[config.mk]
export PLATFORM = sky130hd
export DESIGN_NAME = pc_fetch_stage
export DESIGN_NICKNAME = d
export VERILOG_FILES = /design/src/rtl/pc_fetch_stage.sv
export SDC_FILE = /design/constraint.sdc
export NUM_CORES = 1
export LEC_CHECK = 0
export ABC_AREA = 1
export BUFFER_PORTS_ARGS = -buffer_cell sky130_fd_sc_hd__buf_2
export CORE_AREA = 2 2 83 85
export CTS_CLUSTER_SIZE = 28
export DETAILED_ROUTE_END_ITERATION = 10
export DIE_AREA = 0 0 85 87
export PLACE_DENSITY = 0.8
export SYNTH_ARGS = -nofsm -noshare
export SYNTH_HDL_FRONTEND = slang
export SYNTH_SLANG_ARGS = --single-unit
export TNS_END_PERCENT = 50
[constraint.sdc]
create_clock -name clk -period 1.95 [get_ports clk]
set_input_delay 0.0975 -clock clk [delete_from_list [all_inputs] [get_ports clk]]
set_output_delay 0.0975 -clock clk [all_outputs]
set_load 0.05 [all_outputs]
[src/rtl/pc_fetch_stage.sv]
// pc_fetch_stage: program counter, next-PC select, IF/ID pipeline register and halt/drain FSM.
// Define PC_FETCH_STATS_EN to build the saturating redirect_cnt / fetch_cnt counters.
module pc_fetch_stage #(
  parameter int unsigned      PC_W         = 9,
  parameter logic [PC_W-1:0]  RESET_PC     = '0,
  parameter int unsigned      DRAIN_CYCLES = 3,
  parameter logic [31:0]      NOP_INSTR    = 32'h0000_0013
) (
  input  logic            clk,
  input  logic            reset_n,
  input  logic            stall,
  input  logic            PcSel,
  input  logic [31:0]     BrPC,
  input  logic            halt_req,
  input  logic            resume,
  input  logic [31:0]     imem_rdata,
  output logic [PC_W-1:0] imem_addr,
  output logic [PC_W-1:0] Cur_PC,
  output logic [31:0]     if_instr,
  output logic            if_valid,
  output logic            halted,
  output logic            target_err,
  output logic [31:0]     redirect_cnt,
  output logic [31:0]     fetch_cnt
);

  typedef enum logic [1:0] {
    ST_RUN,
    ST_DRAIN,
    ST_HALTED
  } state_t;

  localparam logic [3:0]  DRAIN_INIT = 4'(DRAIN_CYCLES - 1);
  // Bits of BrPC above the PC range; all-zero mask when the PC spans the full word.
  localparam logic [31:0] RANGE_MASK = (PC_W >= 32) ? 32'h0 : ~((32'h1 << PC_W) - 32'h1);

  state_t          state, state_nxt;
  logic [3:0]      drain_cnt, drain_cnt_nxt;
  logic [PC_W-1:0] pc, pc_nxt;
  logic            running;
  logic            load_fetch;
  logic            hold_ifid;
  logic            target_bad;

  assign running    = (state == ST_RUN);
  assign load_fetch = !PcSel && running && !stall;
  assign hold_ifid  = !PcSel && running && stall;
  assign target_bad = (|BrPC[1:0]) || (|(BrPC & RANGE_MASK));

  assign imem_addr  = pc;
  assign halted     = (state == ST_HALTED);

  always_comb begin
    pc_nxt = pc;
    if (PcSel) begin
      pc_nxt = {BrPC[PC_W-1:2], 2'b00};
    end else if (running && !stall) begin
      pc_nxt = pc + PC_W'(4);
    end
  end

  always_ff @(posedge clk or negedge reset_n) begin
    if (!reset_n) begin
      pc         <= RESET_PC;
      target_err <= 1'b0;
    end else begin
      pc <= pc_nxt;
      if (PcSel && target_bad) begin
        target_err <= 1'b1;
      end
    end
  end

  // A redirect always squashes IF/ID; outside RUN the register only ever sees bubbles.
  always_ff @(posedge clk or negedge reset_n) begin
    if (!reset_n) begin
      Cur_PC   <= '0;
      if_instr <= NOP_INSTR;
      if_valid <= 1'b0;
    end else if (load_fetch) begin
      Cur_PC   <= pc;
      if_instr <= imem_rdata;
      if_valid <= 1'b1;
    end else if (!hold_ifid) begin
      if_instr <= NOP_INSTR;
      if_valid <= 1'b0;
    end
  end

  always_ff @(posedge clk or negedge reset_n) begin
    if (!reset_n) begin
      state     <= ST_RUN;
      drain_cnt <= '0;
    end else begin
      state     <= state_nxt;
      drain_cnt <= drain_cnt_nxt;
    end
  end

  always_comb begin
    state_nxt     = state;
    drain_cnt_nxt = drain_cnt;
    case (state)
      ST_RUN: begin
        if (halt_req) begin
          state_nxt     = ST_DRAIN;
          drain_cnt_nxt = DRAIN_INIT;
        end
      end
      ST_DRAIN: begin
        if (drain_cnt == 4'd0) begin
          state_nxt = ST_HALTED;
        end else begin
          drain_cnt_nxt = drain_cnt - 4'd1;
        end
      end
      ST_HALTED: begin
        if (resume) begin
          state_nxt = ST_RUN;
        end
      end
      default: begin
        state_nxt = ST_RUN;
      end
    endcase
  end

`ifdef PC_FETCH_STATS_EN
  logic [31:0] redirect_q;
  logic [31:0] fetch_q;

  always_ff @(posedge clk or negedge reset_n) begin
    if (!reset_n) begin
      redirect_q <= '0;
      fetch_q    <= '0;
    end else begin
      if (PcSel && (redirect_q != 32'hFFFF_FFFF)) begin
        redirect_q <= redirect_q + 32'd1;
      end
      if (load_fetch && (fetch_q != 32'hFFFF_FFFF)) begin
        fetch_q <= fetch_q + 32'd1;
      end
    end
  end

  assign redirect_cnt = redirect_q;
  assign fetch_cnt    = fetch_q;
`else
  assign redirect_cnt = '0;
  assign fetch_cnt    = '0;
`endif

endmodule

==> results of run 1 <==
-- per-stage QoR --
| step | util [%] | cells | total power, mW | setup WS, ps |
|---|---|---|---|---|
| global route | 54.2 | 526 | 4.48 | 254 |
| detailed placement | 50.3 | 502 | 3.59 | 381 |
| CTS | 54.0 | 525 | 4.26 | 353 |
| finish | 54.2 | 526 | 4.22 | 369 |
| floorplan | - | 378 | 3.27 | 465 |
| global placement | 50.3 | 502 | 3.54 | 481 |
-- repair_timing --
action,in CTS,in global routing
hold buffers,15,1
hold endpoints to repair,41,1
setup buffers,0,0
-- sequential cells by signal, indices dropped and copies added, names as in the netlist --
name        count
state           2
drain_cnt       4
Cur_PC          7
target_err      1
imem_addr       7
if_valid        1
if_instr       32
-- cells by family after synthesis --
group	after synthesis
adder cells (fa/ha/maj)	2
other	1
AND/OR/NAND/NOR	90
AO/OA/AOI/OAI	52
buffers and inverters	111
flip-flops	54
XOR/XNOR	1
-- where the power goes --
part / internal [mW] / leakage, nW / total [mW] / switching (mW)
combinational: 0.473 / 1.33 / 2.03 / 1.56
sequential: 1.37 / 0.698 / 1.56 / 0.189
clock: 0.258 / 0.0408 / 0.636 / 0.378
total: 2.10 / 2.06 / 4.22 / 2.12
-- area by class of cell --
| cell class | count | area share (%) |
|---|---|---|
| Multi-Input combinational cell | 213 | 30.8 |
| Timing Repair Buffer | 136 | 21.9 |
| Clock inverter | 3 | 0.668 |
| Tap cell | 80 | 2.81 |
| Inverter | 35 | 3.83 |
| Clock buffer | 5 | 1.93 |
| Sequential cell | 54 | 38.1 |
-- worst register-to-register path, stage by stage (launching register included) --
cell     delay [ps]
dfrtp_1         450
nor2_4          190
nand2_2          90
nor2_4          340
buf_4           270
a22o_1          170
-- metal layers --
layer	routed length (um)	vias up	global-route usage [%]	share of wire, %
li1	-	1137	-	-
met1	2520	1115	19.3	40
met2	3210	113	29.0	51
met3	472	6	3.51	7.6
met4	44	0	4.18	0.70
met5	0	-	0	0
-- placed cells by master (no fill, tap or decap) --
master / Yosys / layout
o21bai_1: 1 / 1
dfrtp_1: 51 / 51
ha_1: 2 / 2
nand4_1: 1 / 1
nand3_4: 1 / 1
buf_4: 71 / 1
conb_1: 1 / 68
o211ai_1: 1 / 1
o21ai_1: 5 / 5
and2_1: 1 / 1
nand2_2: 2 / 2
inv_2: 1 / 1
dfstp_2: 3 / 3
clkinvlp_4: 0 / 2
nand3b_1: 1 / 1
nor2_1: 23 / 23
o22a_1: 3 / 3
buf_2: 1 / 118
o31ai_1: 1 / 1
nor2_4: 3 / 3
o211ai_2: 1 / 1
xnor2_1: 1 / 1
o21ai_0: 7 / 7
nand3_2: 2 / 2
buf_12: 0 / 1
inv_1: 32 / 32
inv_4: 2 / 2
inv_6: 0 / 1
nand2_1: 47 / 47
clkbuf_8: 0 / 5
a22o_1: 29 / 29
dlygate4sd3_1: 0 / 16
a21oi_1: 3 / 3
nand3_1: 9 / 9
a31oi_1: 1 / 1
-- worst max path at each step --
stage / startpoint / to / cells after the start
detailed placement: state[0] / if_instr[20] / 5
global route: state[0] / if_instr[24] / 5
global placement: state[0] / if_instr[13] / 5
CTS: state[0] / if_instr[20] / 5
floorplan: imem_addr[3] / imem_addr[8] / 7
finish: state[0] / if_instr[20] / 5
==> impl_metrics.ini, run 1 <==
[floorplanning]
floorplan.initialDensity_pct = 44.5
io_pins = 187
die_h_um = 87
die_width_um = 85
die-area_um2 = 7400
fp-row-count = 30
core-area_um2 = 6570

[timing]
drv_slew = 0
skew_ps = 10.9
hold_viol = 0
slew_headroom_pct = 56.4
min_period_ps = 1580
tns_ps = 0
rsz0062_at_grt = no
period_share_pct = 81.1
worst_pin_slew_ps = 654
setup_viol = 0
fmax_mhz = 633
hold-worst-slack_ps = 6.23

[grt]
antenna_found_initial = 0
grt_pass1_vias = 2158
track_usage_pct = 16.0
overflow = 0
grt_pass1_wl_um = 9620
grt_max_degree = 34

[finish]
seq_area_um2 = 1360
layout.filler_cells = 637
multi_input_area_um2 = 1100
drive_above_1_share_pct = 32.1
final_design_area_no_fill_um2 = 3560
syn_to_final_growth_pct = 21.9
insertedDiodeCount = 0
nets = 517

[critical_path]
r2r-start = state[0]
cp_cell_sequence = nor2_4 > nand2_2 > nor2_4 > buf_4 > a22o_1
critical_path.slowest_cell = dfrtp_1
critPathKind = reg2reg
critPathCaptureType = register
ff2ff_path_depth = 5
path_buf_inv = 1
cp-start-kind = register
reg2reg_to = if_instr[20]
critPathRequiredTime_ps = 2190
path_delay_family = simple AND/OR/NAND/NOR gates
slowest_delay_ps = 450
ff2ff_setup_slack_ps = 370
crit_fanout = 18
crit_arrival_ps = 1820
cpMostUsedCell = nor2_4

[outcome]
status = completed

[synth]
yosysMostFrequentCell = buf_4
synth_top_area_share_pct = 43.7
syn_area_per_cell_um2 = 9.39
yosysSeqAreaShare_pct = 46.4
synth-main-ff-cell = dfrtp_1
synth-edff-count = 0
muxShareOfSynthArea_pct = 0
synthSimpleGateAreaFrac_pct = 14.1
synth_warnings = 0
synth_area_um2 = 2920
postSynthCellCount = 311
synth_compound_area_share_pct = 13.6
yosys-top-cells-count = buf_4, dfrtp_1, nand2_1, inv_1, a22o_1
synth-async-reset-ratio_pct = 100
yosysTopAreaCell = dfrtp_1
ys_ff_latch = 54
yosys.cell_types.count = 31
synth_fa_ha_area_share_pct = 0.857
synth_xor_area_share_pct = 0.300
synth_top_family_by_area = buffers and inverters
synthTopCellsByArea = dfrtp_1, buf_4, a22o_1

[detailed_routing]
drt_iter0_drc = 99
drtPass1Iterations = 4
route.detailed.drc = 0
wl_per_cell_um = 11.9
wl_um = 6240
ant_nets = 0
num_vias = 2371
via_per_inst = 4.51

[power]
powerDensity_nw_per_um2 = 1190
worst_ir_drop_vdd_v = 0.000664
leakagePower_nw = 2.06

[run]
drv_cap = 0

[clock_tree]
cts_buffers = 5
tritoncts = built
cts_resized = 0
clockRootBuffer = clkbuf_8
cts.clk_slew.worst_paths_ps = 100
clock_latency_ps = 310
ctsHtreeMaxLevel = 2
cts_sinks = 54
cts_buffer_depth = 2

[min_path]
min-delay-start = imem_rdata[13]
hold_end = if_instr[13]
holdCritPathClass = in2reg
hold_depth = 2

[placement]
routabilityCongestion = 0.813
place_area_um2 = 3310
io_buffers = 118
hpwl_um = 4740
Power figures use the tool's default switching activity.
==> run 2, diff against run 1 <==
Settings changed: CORE_AREA 2 2 83 85 to 2 2 90 92, DIE_AREA 0 0 85 87 to 0 0 92 94, PLACE_DENSITY 0.8 to 0.72.
Clock period 1.95 ns to 1.4 ns, I/O delays scaled along.
==> run 2 against run 1 <==
  * Critical path depth increased by 4
  * Highest routed layer unchanged
  * Clock skew fell by 6.2 ps
  * Core utilization is 4.0 points lower
  * Design area increased by 7.2%
  * Final cell count grew 8.2%
  * Worst hold slack better by 6.6 ps
  * Flip-flop and latch count unchanged
  * Maximum frequency rose by 23%
  * Via count up 0.72%
==> impl_metrics.ini, run 2 (synthesis gave the netlist of run 1 again) <==
[detailed_routing]
wl_um = 6560
wl_per_cell_um = 11.5
route.detailed.drc = 0
via_per_inst = 4.20
drt_iter0_drc = 87
drtPass1Iterations = 4
num_vias = 2388
ant_nets = 0

[critical_path]
crit_path_end = state[1]
crit_fanout = 5
path_delay_family = flip-flops
critPathKind = reg2reg
ff2ff_setup_slack_ps = 110
critPathLaunch = drain_cnt[0]
critPathCaptureType = register
cp_cell_sequence = inv_1 > ha_2 > inv_1 > nor2_1 > nand2_1 > nand2_2 > buf_4 > nand2_1 > o31ai_1
critPathRequiredTime_ps = 1600
reg2reg_to = state[1]
critical_path.slowest_cell = dfrtp_1
r2r-start = drain_cnt[0]
ff2ff_path_depth = 9
worst-path-stages = 9
crit_arrival_ps = 1480
path_buf_inv = 3
cp-start-kind = register
slowest_delay_ps = 400

[timing]
hold-worst-slack_ps = 12.8
hold_viol = 0
setup_viol = 0
drv_slew = 0
fmax_mhz = 778
skew_ps = 4.73
min_period_ps = 1290
period_share_pct = 91.8

[placement]
routabilityCongestion = 0.777
hpwl_um = 4800
io_buffers = 118
place_area_um2 = 3370

[finish]
syn_to_final_growth_pct = 30.7
final_design_area_no_fill_um2 = 3820
final_common_cell = buf_2
largest_reg_flops = 32
nets = 538
layout.filler_cells = 728
drive_above_1_share_pct = 33.0
finish.utilization_pct = 50.2
insertedDiodeCount = 0
largest-register = if_instr
most-common-layout-cells = buf_2, conb_1, dfrtp_1

[floorplanning]
fp-row-count = 32
die-area_um2 = 8650
core-area_um2 = 7610
die_width_um = 92
floorplan.initialDensity_pct = 38.4
die_h_um = 94
io_pins = 187

[power]
powerDensity_nw_per_um2 = 1570
leakagePower_nw = 2.15
worst_ir_drop_vdd_v = 0.000814

[clock_tree]
cts.clk_slew.worst_paths_ps = 100
clock_latency_ps = 300
tritoncts = built
clockRootBuffer = clkbuf_8
cts_buffers = 5
cts_sinks = 54
cts_buffer_depth = 2
ctsHtreeMaxLevel = 2

[grt]
track_usage_pct = 15.2
grt_pass1_vias = 2245
grt_max_degree = 55
grt_pass1_wl_um = 10500
overflow = 0
antenna_found_initial = 0

[run]
drv_cap = 0

[min_path]
holdCritPathClass = in2reg

[outcome]
status = completed
run 2: power breakdown:
group          internal [mW]  total [mW]  switching, mW
Sequential              1.92        2.18          0.260
Combinational          0.759        2.97           2.21
Clock                  0.352       0.850          0.498
Total                   3.03        6.00           2.97
run 2: final cells by class:
type,count,area [um2],area share (%)
clock buffer,5,68.8,1.80
clock inverter,3,21.3,0.557
inverter,35,139,3.64
multi-input combinational,213,1100,28.9
sequential,54,1360,35.6
tap,102,128,3.34
timing repair buffer,157,997,26.1
run 2: worst min-delay path by stage:
stage	to	slack, ps	depth (start not counted)	startpoint
floorplan	Cur_PC[2]	-230	0	reset_n
global placement	if_instr[14]	90	2	reset_n
detailed placement	if_instr[14]	90	2	reset_n
CTS	imem_addr[6]	7	3	BrPC[6]
global route	if_instr[1]	2	2	imem_rdata[1]
finish	if_instr[0]	10	2	imem_rdata[0]
run 2: metal layers:
metal  global-route usage, %  wire, um  vias to the layer above
li1                        -         -                     1179
met1                    18.4      2670                     1100
met2                    28.2      3450                      107
met3                    3.05       416                        2
met4                    2.61        25                        0
met5                       0         0                        -
run 2: what timing repair did:
item	CTS	global route
buffers inserted	0	1
setup endpoints to repair	0	21
gates resized for setup	0	8
hold buffers	33	0
hold endpoints to repair	83	0
run 2: through the flow:
stage / TNS [ps] / setup slack [ps] / std cells / power [mW]
4_1_cts: 0 / 32.1 / 568 / 6.02
3_3_place_gp: 0 / 90.5 / 527 / 5.00
5_1_grt: -0.779 / -0.779 / 569 / 6.39
2_1_floorplan: 0 / 41.8 / 378 / 4.55
6_report: 0 / 115 / 569 / 6.00
3_5_place_dp: 0 / 66.0 / 527 / 5.06
